[src/rtl/pulse_pkg.sv]
// Shared frame definitions for the parameter readback path: header byte, frame layout, FSM states.
// Latency: n/a (types, constants and pure functions only).
// Backpressure: n/a.
package pulse_pkg;

    // First byte of every readback frame
    localparam logic [7:0] HEADER      = 8'hA5;
    localparam int         FRAME_BYTES = 17;

    // Position of each field inside the 17-byte frame
    localparam logic [4:0] IDX_HDR     = 5'd0;
    localparam logic [4:0] IDX_PER3    = 5'd1;
    localparam logic [4:0] IDX_PER2    = 5'd2;
    localparam logic [4:0] IDX_PER1    = 5'd3;
    localparam logic [4:0] IDX_PER0    = 5'd4;
    localparam logic [4:0] IDX_P1W_HI  = 5'd5;
    localparam logic [4:0] IDX_P1W_LO  = 5'd6;
    localparam logic [4:0] IDX_DEL_HI  = 5'd7;
    localparam logic [4:0] IDX_DEL_LO  = 5'd8;
    localparam logic [4:0] IDX_P2W_HI  = 5'd9;
    localparam logic [4:0] IDX_P2W_LO  = 5'd10;
    localparam logic [4:0] IDX_NUTD_HI = 5'd11;
    localparam logic [4:0] IDX_NUTD_LO = 5'd12;
    localparam logic [4:0] IDX_NUTW    = 5'd13;
    localparam logic [4:0] IDX_ATT     = 5'd14;
    localparam logic [4:0] IDX_FLAGS   = 5'd15;
    localparam logic [4:0] IDX_CHK     = 5'd16;

    // Frame-level sequencing states
    typedef enum logic [1:0] {
        IDLE = 2'd0,
        SEND = 2'd1,
        DONE = 2'd2
    } frame_state_t;

    // Captured copy of the live pulse parameter set (113 bits)
    typedef struct packed {
        logic [31:0] per;
        logic [15:0] p1wid;
        logic [15:0] del;
        logic [15:0] p2wid;
        logic [15:0] nut_d;
        logic [7:0]  nut_w;
        logic [6:0]  pr_att;
        logic        cp;
        logic        bl;
    } snap_t;

    // Payload byte at frame position idx; header and checksum positions return 0
    function automatic logic [7:0] payload_byte(input snap_t s, input logic [4:0] idx);
        logic [7:0] b;
        b = 8'h00;
        case (idx)
            IDX_PER3:    b = s.per[31:24];
            IDX_PER2:    b = s.per[23:16];
            IDX_PER1:    b = s.per[15:8];
            IDX_PER0:    b = s.per[7:0];
            IDX_P1W_HI:  b = s.p1wid[15:8];
            IDX_P1W_LO:  b = s.p1wid[7:0];
            IDX_DEL_HI:  b = s.del[15:8];
            IDX_DEL_LO:  b = s.del[7:0];
            IDX_P2W_HI:  b = s.p2wid[15:8];
            IDX_P2W_LO:  b = s.p2wid[7:0];
            IDX_NUTD_HI: b = s.nut_d[15:8];
            IDX_NUTD_LO: b = s.nut_d[7:0];
            IDX_NUTW:    b = s.nut_w;
            IDX_ATT:     b = {1'b0, s.pr_att};
            IDX_FLAGS:   b = {6'b0, s.cp, s.bl};
            default:     b = 8'h00;
        endcase
        return b;
    endfunction

    // Modulo-256 sum of the 15 payload bytes; the carry is simply dropped
    function automatic logic [7:0] payload_sum(input snap_t s);
        logic [7:0] acc;
        acc = 8'h00;
        for (int i = int'(IDX_PER3); i <= int'(IDX_FLAGS); i++) begin
            acc = acc + payload_byte(s, 5'(i));
        end
        return acc;
    endfunction

endpackage

[src/rtl/uart_tx_byte.sv]
// 8N1 byte serialiser, LSB first: start bit, d0..d7, stop bit, each CLKS_PER_BIT cycles.
// Latency: tx drops one cycle after start is accepted; ready pulses in the last stop-bit cycle.
// Backpressure: start is taken only in IDLE or alongside ready, which gives gap-free back-to-back bytes.
module uart_tx_byte #(
    parameter int CLKS_PER_BIT = 104
) (
    input  logic       clk,
    input  logic       rst_n,
    input  logic       start,
    input  logic [7:0] data,
    output logic       tx,
    output logic       ready
);

    localparam int            CW   = $clog2(CLKS_PER_BIT);
    localparam logic [CW-1:0] LAST = CW'(CLKS_PER_BIT - 1);

    typedef enum logic [1:0] {
        IDLE  = 2'd0,
        START = 2'd1,
        DATA  = 2'd2,
        STOP  = 2'd3
    } tx_state_t;

    tx_state_t     state_q, state_d;
    logic [CW-1:0] cnt_q, cnt_d;
    logic [2:0]    bit_q, bit_d;
    logic [7:0]    shreg_q, shreg_d;
    logic          tx_q, tx_d;
    logic          bit_end;
    logic          load;

    assign bit_end = (cnt_q == LAST);
    assign load    = start && ((state_q == IDLE) || ready);
    assign tx      = tx_q;

    // State register; reset parks the line in idle-high immediately
    always_ff @(posedge clk or negedge rst_n) begin
        if (!rst_n) begin
            state_q <= IDLE;
        end else begin
            state_q <= state_d;
        end
    end

    // Next-state: walk start -> 8 data bits -> stop, chaining straight into a new start bit if asked
    always_comb begin
        state_d = state_q;
        case (state_q)
            IDLE:    if (start) state_d = START;
            START:   if (bit_end) state_d = DATA;
            DATA:    if (bit_end && (bit_q == 3'd7)) state_d = STOP;
            STOP:    if (bit_end) state_d = start ? START : IDLE;
            default: state_d = IDLE;
        endcase
    end

    // Bit timer, data-bit index and shift register next values
    always_comb begin
        cnt_d   = (state_q == IDLE || bit_end) ? '0 : cnt_q + CW'(1);
        bit_d   = 3'd0;
        shreg_d = shreg_q;
        if (state_q == DATA) begin
            bit_d = bit_end ? bit_q + 3'd1 : bit_q;
        end
        if (load) begin
            shreg_d = data;
        end else if (state_q == DATA && bit_end) begin
            shreg_d = {1'b0, shreg_q[7:1]};
        end
    end

    // Outputs: line level follows the state being entered so tx is a clean flop output
    always_comb begin
        ready = (state_q == STOP) && bit_end;
        case (state_d)
            START:   tx_d = 1'b0;
            DATA:    tx_d = shreg_d[0];
            default: tx_d = 1'b1;
        endcase
    end

    // Datapath registers
    always_ff @(posedge clk or negedge rst_n) begin
        if (!rst_n) begin
            cnt_q   <= '0;
            bit_q   <= 3'd0;
            shreg_q <= 8'h00;
            tx_q    <= 1'b1;
        end else begin
            cnt_q   <= cnt_d;
            bit_q   <= bit_d;
            shreg_q <= shreg_d;
            tx_q    <= tx_d;
        end
    end

endmodule

[src/rtl/param_readback_tx.sv]
// Snapshots the live pulse parameters on a req rising edge and sends them as a 17-byte 8N1 frame.
// Latency: tx start bit and busy one cycle after the capturing edge; done 17*10*CLKS_PER_BIT cycles after tx falls.
// Backpressure: none; req during a frame or its done cycle is dropped, and a held req starts only one frame.
module param_readback_tx #(
    parameter int         CLKS_PER_BIT = 104,
    parameter logic [7:0] HEADER       = pulse_pkg::HEADER
) (
    input  logic        clk,
    input  logic        rst_n,
    input  logic        req,
    input  logic [31:0] per,
    input  logic [15:0] p1wid,
    input  logic [15:0] del,
    input  logic [15:0] p2wid,
    input  logic [15:0] nut_d,
    input  logic [7:0]  nut_w,
    input  logic [6:0]  pr_att,
    input  logic        cp,
    input  logic        bl,
    output logic        tx,
    output logic        busy,
    output logic        done
);

    import pulse_pkg::*;

    frame_state_t state_q, state_d;
    snap_t        snap_q;
    snap_t        live;
    logic [7:0]   chk_q;
    logic [4:0]   idx_q, idx_d;
    logic [4:0]   nxt_idx;
    logic         req_q;
    logic         launch_q;
    logic         go;
    logic         byte_start;
    logic [7:0]   byte_data;
    logic         byte_ready;

    assign live = {per, p1wid, del, p2wid, nut_d, nut_w, pr_att, cp, bl};

    // Only a fresh rising edge in IDLE starts a frame; the launch cycle itself also blocks new starts
    assign go = (state_q == IDLE) && !launch_q && req && !req_q;

    // Frame state register
    always_ff @(posedge clk or negedge rst_n) begin
        if (!rst_n) begin
            state_q <= IDLE;
        end else begin
            state_q <= state_d;
        end
    end

    // Next-state: leave IDLE on the launch cycle, finish when the checksum byte's stop bit ends
    always_comb begin
        state_d = state_q;
        case (state_q)
            IDLE:    if (launch_q) state_d = SEND;
            SEND:    if (byte_ready && (idx_q == IDX_CHK)) state_d = DONE;
            DONE:    state_d = IDLE;
            default: state_d = IDLE;
        endcase
    end

    // Outputs and byte launch: header on the launch cycle, then the next byte whenever the serialiser frees up
    always_comb begin
        busy       = (state_q == SEND);
        done       = (state_q == DONE);
        nxt_idx    = (state_q == IDLE) ? IDX_HDR : idx_q + 5'd1;
        byte_start = ((state_q == IDLE) && launch_q) ||
                     ((state_q == SEND) && byte_ready && (idx_q != IDX_CHK));
        if (nxt_idx == IDX_HDR) begin
            byte_data = HEADER;
        end else if (nxt_idx == IDX_CHK) begin
            byte_data = chk_q;
        end else begin
            byte_data = payload_byte(snap_q, nxt_idx);
        end
        idx_d = byte_start ? nxt_idx : idx_q;
    end

    // Snapshot, checksum, byte index and request-edge tracking
    always_ff @(posedge clk or negedge rst_n) begin
        if (!rst_n) begin
            snap_q   <= '0;
            chk_q    <= 8'h00;
            idx_q    <= 5'd0;
            req_q    <= 1'b0;
            launch_q <= 1'b0;
        end else begin
            req_q    <= req;
            launch_q <= go;
            idx_q    <= idx_d;
            if (go) begin
                snap_q <= live;
                chk_q  <= payload_sum(live);
            end
        end
    end

    uart_tx_byte #(
        .CLKS_PER_BIT(CLKS_PER_BIT)
    ) u_byte (
        .clk   (clk),
        .rst_n (rst_n),
        .start (byte_start),
        .data  (byte_data),
        .tx    (tx),
        .ready (byte_ready)
    );

endmodule

[config.mk]
export PLATFORM = sky130hd
export DESIGN_NAME = param_readback_tx
export DESIGN_NICKNAME = d
export VERILOG_FILES = /design/src/rtl/pulse_pkg.sv /design/src/rtl/uart_tx_byte.sv /design/src/rtl/param_readback_tx.sv
export SDC_FILE = /design/constraint.sdc
export NUM_CORES = 1
export LEC_CHECK = 0
export CAP_MARGIN = 20
export CORE_UTILIZATION = 30
export CTS_CLUSTER_SIZE = 24
export DETAILED_ROUTE_END_ITERATION = 7
export PLACE_DENSITY_LB_ADDON = 0.12
export SLEW_MARGIN = 20
export SYNTH_ARGS = -nofsm -noshare
export SYNTH_HDL_FRONTEND = slang
export SYNTH_SLANG_ARGS = --single-unit
export TNS_END_PERCENT = 20
[constraint.sdc]
create_clock -name clk -period 3.7 [get_ports clk]
set_input_delay 0.74 -clock clk [delete_from_list [all_inputs] [get_ports clk]]
set_output_delay 0.74 -clock clk [all_outputs]
set_load 0.005 [all_outputs]
# Yosys cells after proc, flatten, opt, wreduce, memory -nomap -nowiden
# Cells that the tools add are included.
[classes] n_reduce_logical=21 n_eq_ne=30 n_addsub=17 n_mux=34
[op_table] operator="$mux 8" n=19
[op_table] operator="$pmux 8 s15" n=1
[op_table] operator="$add 8x8->8" n=14
[op_table] operator="$eq 5x4->1 const B" n=8
[op_table] operator="$eq 5x3->1 const B" n=4
[op_table] operator="$mux 2" n=6
[op_table] operator="$logic_and 1x1->1" n=11
[op_table] operator="$eq 5x2->1 const B" n=2
[op_table] operator="$eq 5x5->1 const B" n=2
[op_table] operator="$eq 2x2->1 const B" n=4
[op_table] operator="$pmux 2 s4" n=1
[op_table] operator="$add 7x1->7 const B" n=1
[op_table] operator="$eq 7x7->1 const B" n=1
[op_table] operator="$mux 7" n=1
[op_table] operator="$eq 2x1->1 const B" n=3
[op_table] operator="$mux 3" n=2
[op_table] operator="$add 5x1->5 const B" n=1
[op_table] operator="$eq 5x1->1 const B" n=1
[op_table] operator="$logic_not 5->1" n=1
[op_table] operator="$mux 5" n=1
[op_table] operator="$ne 5x5->1 const B" n=1
[op_table] operator="$logic_not 2->1" n=2
[op_table] operator="$ne 2x1->1 const B" n=2
[op_table] operator="$pmux 2 s2" n=1
[op_table] operator="other kinds (9)" n=12
[totals] inputBits=116 ff_bits=151 word_cells=122 out_inout_bits=3

# Longest topological paths before layout
# Gate-level depths: netlist of the first run.
[logic_depth] depth_word=19 mapped_depth=20 depth_no_buf=20

# Modules after synthesis
# Synthesis of the first run repeated with hierarchy kept, for this count alone.
[hier_totals] cells_unflattened=1059 hier_area_um2=9705.6
[modules_own_cells] mod="param_readback_tx" cells_per_inst=952 n_inst=1 area_each_um2=8585.7 seq_area_each_um2=3253.1
[modules_own_cells] mod="uart_tx_byte" cells_per_inst=107 n_inst=1 area_each_um2=1119.8 seq_area_each_um2=526.8

# Worst setup path after synthesis of the first run
# Ideal clock, no wire load.
[synth_path] path_kind="input-to-reg" start="input port p2wid[10]" end="register chk_q[7]" setup_time_ns=0.134 t_arrival_ns=5.012 path_stages=17 required_ns=3.566 path_buffers=0 slack_ns=-1.446 path_cell_list="inv_1 fa_1 fa_1 inv_1 fa_1 fa_1 inv_1 fa_1 inv_1 fa_1 fa_1 a21o_1 a21oi_1 o21bai_1 a21oi_1 xnor2_1 o21ai_0"
[synth_between] elab_chain_cells=8
[synth_rtl] element="start, declared" line="param_readback_tx.sv:14" source="input logic [15:0] p2wid,"
[synth_rtl] element="$mux 8" line="param_readback_tx.sv:94" source="if (go) begin"
[synth_rtl] element="$add 8x8->8 (7 in a row)" line="pulse_pkg.sv:79" source="acc = acc + payload_byte(s, 5'(i));"
[synth_rtl] element="end signal, assigned" line="param_readback_tx.sv:96" source="chk_q <= payload_sum(live);"
[synth_rtl] element="end, declared" line="param_readback_tx.sv:30" source="logic [7:0] chk_q;"
# No other way between the ends. The select of a mux whose other input is x is not followed.
# A chain may end at the register's enable or synchronous reset.

# Worst setup path after layout of the first run
[layout_path] start="input port nut_d[13]" end="register chk_q[7]"
[layout_between] elab_chain_cells=6
[layout_rtl] element="start, declared" line="param_readback_tx.sv:15" source="input logic [15:0] nut_d,"
[layout_rtl] element="$mux 8" line="param_readback_tx.sv:94"
[layout_rtl] element="$add 8x8->8 (5 in a row)" line="pulse_pkg.sv:79"
# No other way between the ends. The select of a mux whose other input is x is not followed.

==> out/qor.yml, run 1 <==
worst_setup_path:
  crit_path_end_kind: "register"
  rr_endpoint: "u_byte.shreg_q[1]$_DFFE_PN0P_"
  worstRegToRegCells: 10
  required_ns: 3.98
  reg2reg_slack_ns: 0.65
  critPathTopFamily: "adder cells"
  reg2reg_from: "idx_q[0]$_DFFE_PN0N_"
  crit_buf_inv: 4
  cp_slowest_stage_delay_ns: 0.59
  crit_path_start_kind: "input port"
  critPathSlowestCell: "fa_1"
  arrival_ns: 5.20
  path_class: "in2reg"
  path_max_fanout: 3
  worstPathCellList: "clkdlybuf4s50_1, fa_1, fa_1, fa_1, fa_1, fa_1, inv_1, fa_1, inv_1, ha_1, inv_1, o21bai_1, a21oi_2, xnor2_1, o21ai_1"
  cpMostUsedCell: "fa_1"
floorplan:
  die_area_mm2: 0.03223
  die_w_um: 179.5
  ios: 119
  die_h_um: 179.5
  core_area_mm2: 0.03083
  rows: 64
  initial_utilization_pct: 30.67
clock_network:
  worstSkewPairLatency_ns: 0.43
  clockBufferDepth: 2
  clkSinkCount: 151
  cts_root_buf: "clkbuf_16"
  cts.htree.levels: 4
  clk_pin_slew_worst_paths_ns: 0.07
  cts_tree: "built"
  cts_made_buffers: 17
  ctsHoldBuffers: 0
drt:
  firstDrtPassIters: 7
  wl_um: 32520
  drtAntennaViolNets: 0
  post_drt_wl_per_cell_um: 19.00
  drt_iter0_drc: 631
  vias: 8026
  drc: 0
  viasPerCell: 4.688
global_routing:
  grt_pass1_vias: 8622
  grt_use_total_pct: 21.13
  gr-total-overflow: 0
  grt_max_degree: 80
  antenna_found_initial: 0
  grt_pass1_wl_um: 51070
synth:
  yosysSeqAreaShare_pct: 39.98
  synth.avg_cell_area_um2: 9.214
  synth_flop_cell: "dfrtp_1"
  yosys_register_bits: 151
  synth_cells: 1026
  synth_top_cell_by_area: "dfrtp_1"
  synth_nets: 1236
  synth_edf_count: 0
  synth_area_leaders: "dfrtp_1 (40%), fa_1 (16%), nand2_1 (13%), inv_1 (4.3%), o21ai_0 (2.8%)"
  yosys_warnings: 0
  syn-cell-area_mm2: 0.009454
  synth_top_area_share_pct: 39.70
  yosysUniqueCellTypes: 69
  synthArstFlopShare_pct: 100.0
cells_and_area:
  mostFrequentLayoutCells: "nand2_1 (322), buf_4 (159), dfrtp_1 (150), inv_1 (70), fa_1 (62)"
  fin_cells: 1712
  drive_gt1_share_pct: 25.30
  nNetsFinal: 1515
  mostFrequentLayoutCell: "nand2_1"
  fin_area_mm2: 0.01313
  final_util_pct: 42.57
  syn2layout_area_growth_pct: 38.83
  antenna_cells: 0
sta:
  finalSetupTns_ns: -7.832
  worst_pin_slew_ns: 0.8647
  clock_skew_ns: 0.01190
  slew_violations: 0
  rsz0062_at_grt: "yes"
  final-setup-viol-count: 9
  finalCriticalPeriod_ns: 4.924
  fin_crit_sh_pct: 133.1
  max_freq_mhz: 203.1
  hold_viol: 0
  maxSlewHeadroom_pct: 42.35
  whs_ns: 0.2581
  worst_slack_ns: -1.224
placed_design:
  gp_congestion: 0.8453
  io_buffers: 118
  dpl.hpwl_um: 23580
  preCtsSetupSlack_ns: -2.086
  placed_cells: 1603
  dpl-instance-area_mm2: 0.01181
run_status:
  failed_checks: "negative setup slack"
  outcome: "finished with violations"
job:
  max_cap_violations: 0
power:
  power.density_mw_per_mm2: 845.3
  peakVddDrop_mv: 0.7575
  fin_total_pwr_mw: 11.10
  p_leak_nw: 6.558
hold_path:
  holdCritPathClass: "in2async"
-- synthesized netlist by cell type, drive strengths merged (7+ instances only) --
cell type,n
nand2,322
dfrtp,150
inv,109
fa,77
o21ai,58
nor2,32
xnor2,31
clkbuf,30
a21oi,20
buf,19
ha,17
nand3,17
mux2i,16
nor3,10
nand4,9
xor2,9
a32oi,8
a22oi,7
-- sequential cells by signal (all words and copies together) (netlist names) --
signal          cells
snap_q            113
chk_q               8
u_byte.shreg_q      8
u_byte.cnt_q        7
idx_q               5
u_byte.bit_q        3
state_q             2
u_byte.state_q      2
launch_q            1
req_q               1
u_byte.tx           1
-- report_power, final --
part,leakage [nW],switching (mW),internal (mW),total [mW]
registers,1.89,0.531,2.39,2.92
logic,4.39,3.09,3.26,6.34
clock network,0.279,0.766,1.06,1.83
total,6.56,4.38,6.71,11.1
-- worst reg2reg max path, stage by stage, from the launching register on --
cell and delay [ns]:
dfrtp_1 0.34, buf_4 0.31, ha_1 0.38, nand3_1 0.14
xor2_1 0.20, and2_1 0.25, nor3b_2 0.21, buf_4 0.19
a221o_1 0.35, nor4_1 0.42, o21ai_1 0.14
-- routing by layer --
| layer | track usage [%] | up-vias | wire [um] |
|---|---|---|---|
| li1 | - | 3858 | - |
| met1 | 29.07 | 3902 | 15140 |
| met2 | 34.69 | 221 | 15170 |
| met3 | 3.626 | 45 | 1585 |
| met4 | 4.862 | 0 | 621 |
| met5 | 0 | - | 0 |
-- logic make-up (layout without fill, tap and decap cells) --
family / Yosys count / after routing / synth area share (%)
flops: 151 / 151 / 39.98
simple gates: 418 / 418 / 18.49
buf+inv: 158 / 448 / 6.485
fa+ha+maj: 94 / 94 / 18.55
compound gates: 141 / 141 / 9.622
xor+xnor: 40 / 40 / 3.984
mux: 24 / 24 / 2.885
-- how the worst max path moves through the flow --
| stage | startpoint | endpoint | slack (ns) | cells after the start |
|---|---|---|---|---|
| 5_1_grt | del[1] | chk_q[7]$_DFFE_PN0P_ | -1.36 | 20 |
| 6_report | nut_d[13] | chk_q[7]$_DFFE_PN0P_ | -1.22 | 15 |
| 2_1_floorplan | p2wid[10] | chk_q[6]$_DFFE_PN0P_ | -1.37 | 18 |
| 3_3_place_gp | nut_d[1] | chk_q[7]$_DFFE_PN0P_ | -2.09 | 18 |
| 4_1_cts | per[18] | chk_q[7]$_DFFE_PN0P_ | -1.25 | 18 |
| 3_5_place_dp | nut_d[1] | chk_q[7]$_DFFE_PN0P_ | -2.09 | 18 |
-- what timing repair did --
action,CTS,global route
pin swaps,65,41
endpoints found under the setup margin,7,9
setup buffers,81,0
resized for setup,204,41
-- final cells by class --
class                           instances  area (um^2)
Clock buffer                           17        425.4
Clock inverter                         13        172.7
Fill cell                            3035        17700
Inverter                              109        416.7
Multi-Input combinational cell        717         5174
Sequential cell                       151         3780
Tap cell                              396        495.5
Timing Repair Buffer                  309         2661
Note: power is estimated with default switching activity, not from simulation.
==> run 2, diff against run 1 <==
--- a/config.mk
+++ b/config.mk
@@ -10,7 +10,8 @@
 export CTS_CLUSTER_SIZE = 24
 export DETAILED_ROUTE_END_ITERATION = 7
 export PLACE_DENSITY_LB_ADDON = 0.12
-export SLEW_MARGIN = 20
+export RECOVER_POWER = 25
+export SLEW_MARGIN = 40
 export SYNTH_ARGS = -nofsm -noshare
 export SYNTH_HDL_FRONTEND = slang
 export SYNTH_SLANG_ARGS = --single-unit
==> constraint.sdc (replaced) <==
create_clock -name clk -period 4.8 [get_ports clk]
set_input_delay 0.96 -clock clk [delete_from_list [all_inputs] [get_ports clk]]
set_output_delay 0.96 -clock clk [all_outputs]
set_load 0.005 [all_outputs]
==> run 2 against run 1 <==
Net effect: the flow finishes with violations (max-capacitance violations, max-slew violations, negative setup slack); register-to-register slack better by 0.55 ns; total power down 22%; wire length down 0.83%; count of clock-buffer cells in the layout up 2; design area up 0.69%; clock power down 21%; critical endpoint unchanged.
==> out/qor.yml, run 2 (same netlist as run 1, synthesis figures left out) <==
run_status:
  outcome: "finished with violations"
  failed_checks: "max-capacitance violations, max-slew violations, negative setup slack"
worst_setup_path:
  required_ns: 5.09
  path_max_fanout: 2
  worstPathCellList: "buf_6, inv_2, fa_1, inv_2, fa_2, inv_2, fa_2, inv_2, fa_2, inv_2, fa_1, inv_2, fa_2, fa_2, a21o_1, a21oi_4, o21bai_1, a21oi_2, xnor2_1, o21ai_1"
  critPathSlowestCell: "fa_2"
  path_class: "in2reg"
  cp_slowest_stage_delay_ns: 0.56
  crit_path_start_kind: "input port"
  arrival_ns: 5.41
  crit_path_end_kind: "register"
  cpMostUsedCell: "inv_2"
cells_and_area:
  mostFrequentLayoutCells: "nand2_1 (322), buf_4 (161), dfrtp_1 (150), inv_1 (68), fa_1 (61)"
  top_regs: "snap_q: 113 flops, chk_q: 8 flops, u_byte.shreg_q: 8 flops"
  regArea_mm2: 0.003780
  drive_gt1_share_pct: 26.12
  antenna_cells: 0
  multi_input_comb_area_mm2: 0.005210
  mostFrequentLayoutCell: "nand2_1"
  nNetsFinal: 1518
  syn2layout_area_growth_pct: 39.78
  top_register: "snap_q"
  nFillCells: 3079
  largest_reg_flops: 113
floorplan:
  rows: 64
  die_w_um: 179.5
  die_h_um: 179.5
  ios: 119
  core_area_mm2: 0.03083
  initial_utilization_pct: 30.67
  die_area_mm2: 0.03223
power:
  peakVddDrop_mv: 0.5985
  p_int_mw: 5.340
  pwr-share-clk_pct: 16.5
  power_frac_comb_pct: 57.8
  power.density_mw_per_mm2: 658.7
  switchingPower_mw: 3.365
  p_leak_nw: 6.629
  switching_share_pct: 38.66
  seqPwrFrac_pct: 25.7
sta:
  final-setup-viol-count: 7
  rsz0062_at_grt: "yes"
  hold_viol: 0
  finalCriticalPeriod_ns: 5.118
  slew_violations: 79
  whs_ns: 0.4676
  max_freq_mhz: 195.4
  worst_pin_slew_ns: 2.053
  maxSlewHeadroom_pct: -36.87
  fin_crit_sh_pct: 106.6
  clock_skew_ns: 0.01774
  worst_slack_ns: -0.3183
global_routing:
  antenna_found_initial: 0
  grt_pass1_vias: 8676
  grt_pass1_wl_um: 50800
  grt_max_degree: 88
  grt_use_total_pct: 20.95
  gr-total-overflow: 0
clock_network:
  cts_tree: "built"
  cts_root_buf: "clkbuf_16"
  worstSkewPairLatency_ns: 0.44
  cts.htree.levels: 4
  clk_pin_slew_worst_paths_ns: 0.07
  clockBufferDepth: 2
  clkSinkCount: 151
  cts_made_buffers: 17
placed_design:
  dpl.hpwl_um: 23450
  io_buffers: 118
  gp_congestion: 0.8225
  preCtsSetupSlack_ns: -1.178
drt:
  firstDrtPassIters: 7
  post_drt_wl_per_cell_um: 18.78
  vias: 8123
  drt_iter0_drc: 518
  wl_um: 32250
  drc: 0
  viasPerCell: 4.731
  drtAntennaViolNets: 0
job:
  max_cap_violations: 1
hold_path:
  holdCritPathClass: "reg2reg"
==> run 2: cell count changes in the layout (fill, tap and decap cells not counted), sizes merged, moves of 2 or more <==
| cell | before | now |
|---|---|---|
| clkbuf | 20 | 34 |
| dlymetal6s2s | 9 | 15 |
| inv | 113 | 111 |
| clkinv | 2 | 5 |
| dlygate4sd2 | 39 | 25 |
==> run 2: path summary, 6_finish.rpt <==
check	depth (start not counted)	endpoint	start	slack, ns
setup / recovery	20	chk_q[7]$_DFFE_PN0P_	del[1]	-0.32
hold / removal	2	snap_q[35]$_DFFE_PN0P_	snap_q[35]$_DFFE_PN0P_	0.47
setup reg to reg	10	u_byte.shreg_q[5]$_DFFE_PN0P_	idx_q[0]$_DFFE_PN0N_	1.20
hold reg to reg	2	snap_q[35]$_DFFE_PN0P_	snap_q[35]$_DFFE_PN0P_	0.47
max in group asynchronous	2	snap_q[15]$_DFFE_PN0P_	rst_n	2.24
min in group asynchronous	1	snap_q[105]$_DFFE_PN0P_	rst_n	1.12
==> run 2: cell type report <==
cell class              count  area share [%]
multi-input cells         717           39.42
flip-flops and latches    151           28.60
repair buffers            312           20.36
well taps                 396           3.749
clock buffers              19           3.427
inverters                 109           3.153
clock inverters            13           1.288
==> run 2: timing repair <==
item	in CTS	in global routing
pin swaps	56	50
setup buffers	76	3
hold buffers	0	0
endpoints found under the setup margin	6	7
resized for setup	164	95
==> run 2: stage by stage <==
step	TNS [ns]	utilization, %	total power [mW]	cells	area, um^2
2_1_floorplan	-1.425	-	4.973	1026	9460
3_3_place_gp	-5.621	38.34	6.552	1605	11820
3_5_place_dp	-5.628	38.48	6.609	1606	11860
4_1_cts	-1.103	42.47	8.518	1714	13090
5_1_grt	-1.906	42.87	9.494	1717	13220
6_report	-1.125	42.87	8.705	1717	13220
==> run 2: worst max-delay path: cells and delay by family <==
kind / cells / cell delay (ns)
adders and majority gates: 7 / 3.29
AOI/OAI and AO/OA: 5 / 0.65
buffers and inverters: 7 / 0.37
xor gates and xnor gates: 1 / 0.13
==> run 2: power by group through the flow <==
stage	Clock [mW]	Combinational (mW)	Sequential (mW)
global placement	0	4.31	2.25
detailed placement	0	4.36	2.25
CTS	1.47	4.82	2.23
finish	1.44	5.04	2.23
global route	1.51	5.68	2.30
floorplan	0	2.89	2.08
==> run 2: layer usage <==
layer  share of wire [%]  track usage [%]
met5                   0                0
met4                 2.3            6.483
met3                 4.6            3.849
met2                  47            34.03
met1                  46            28.35
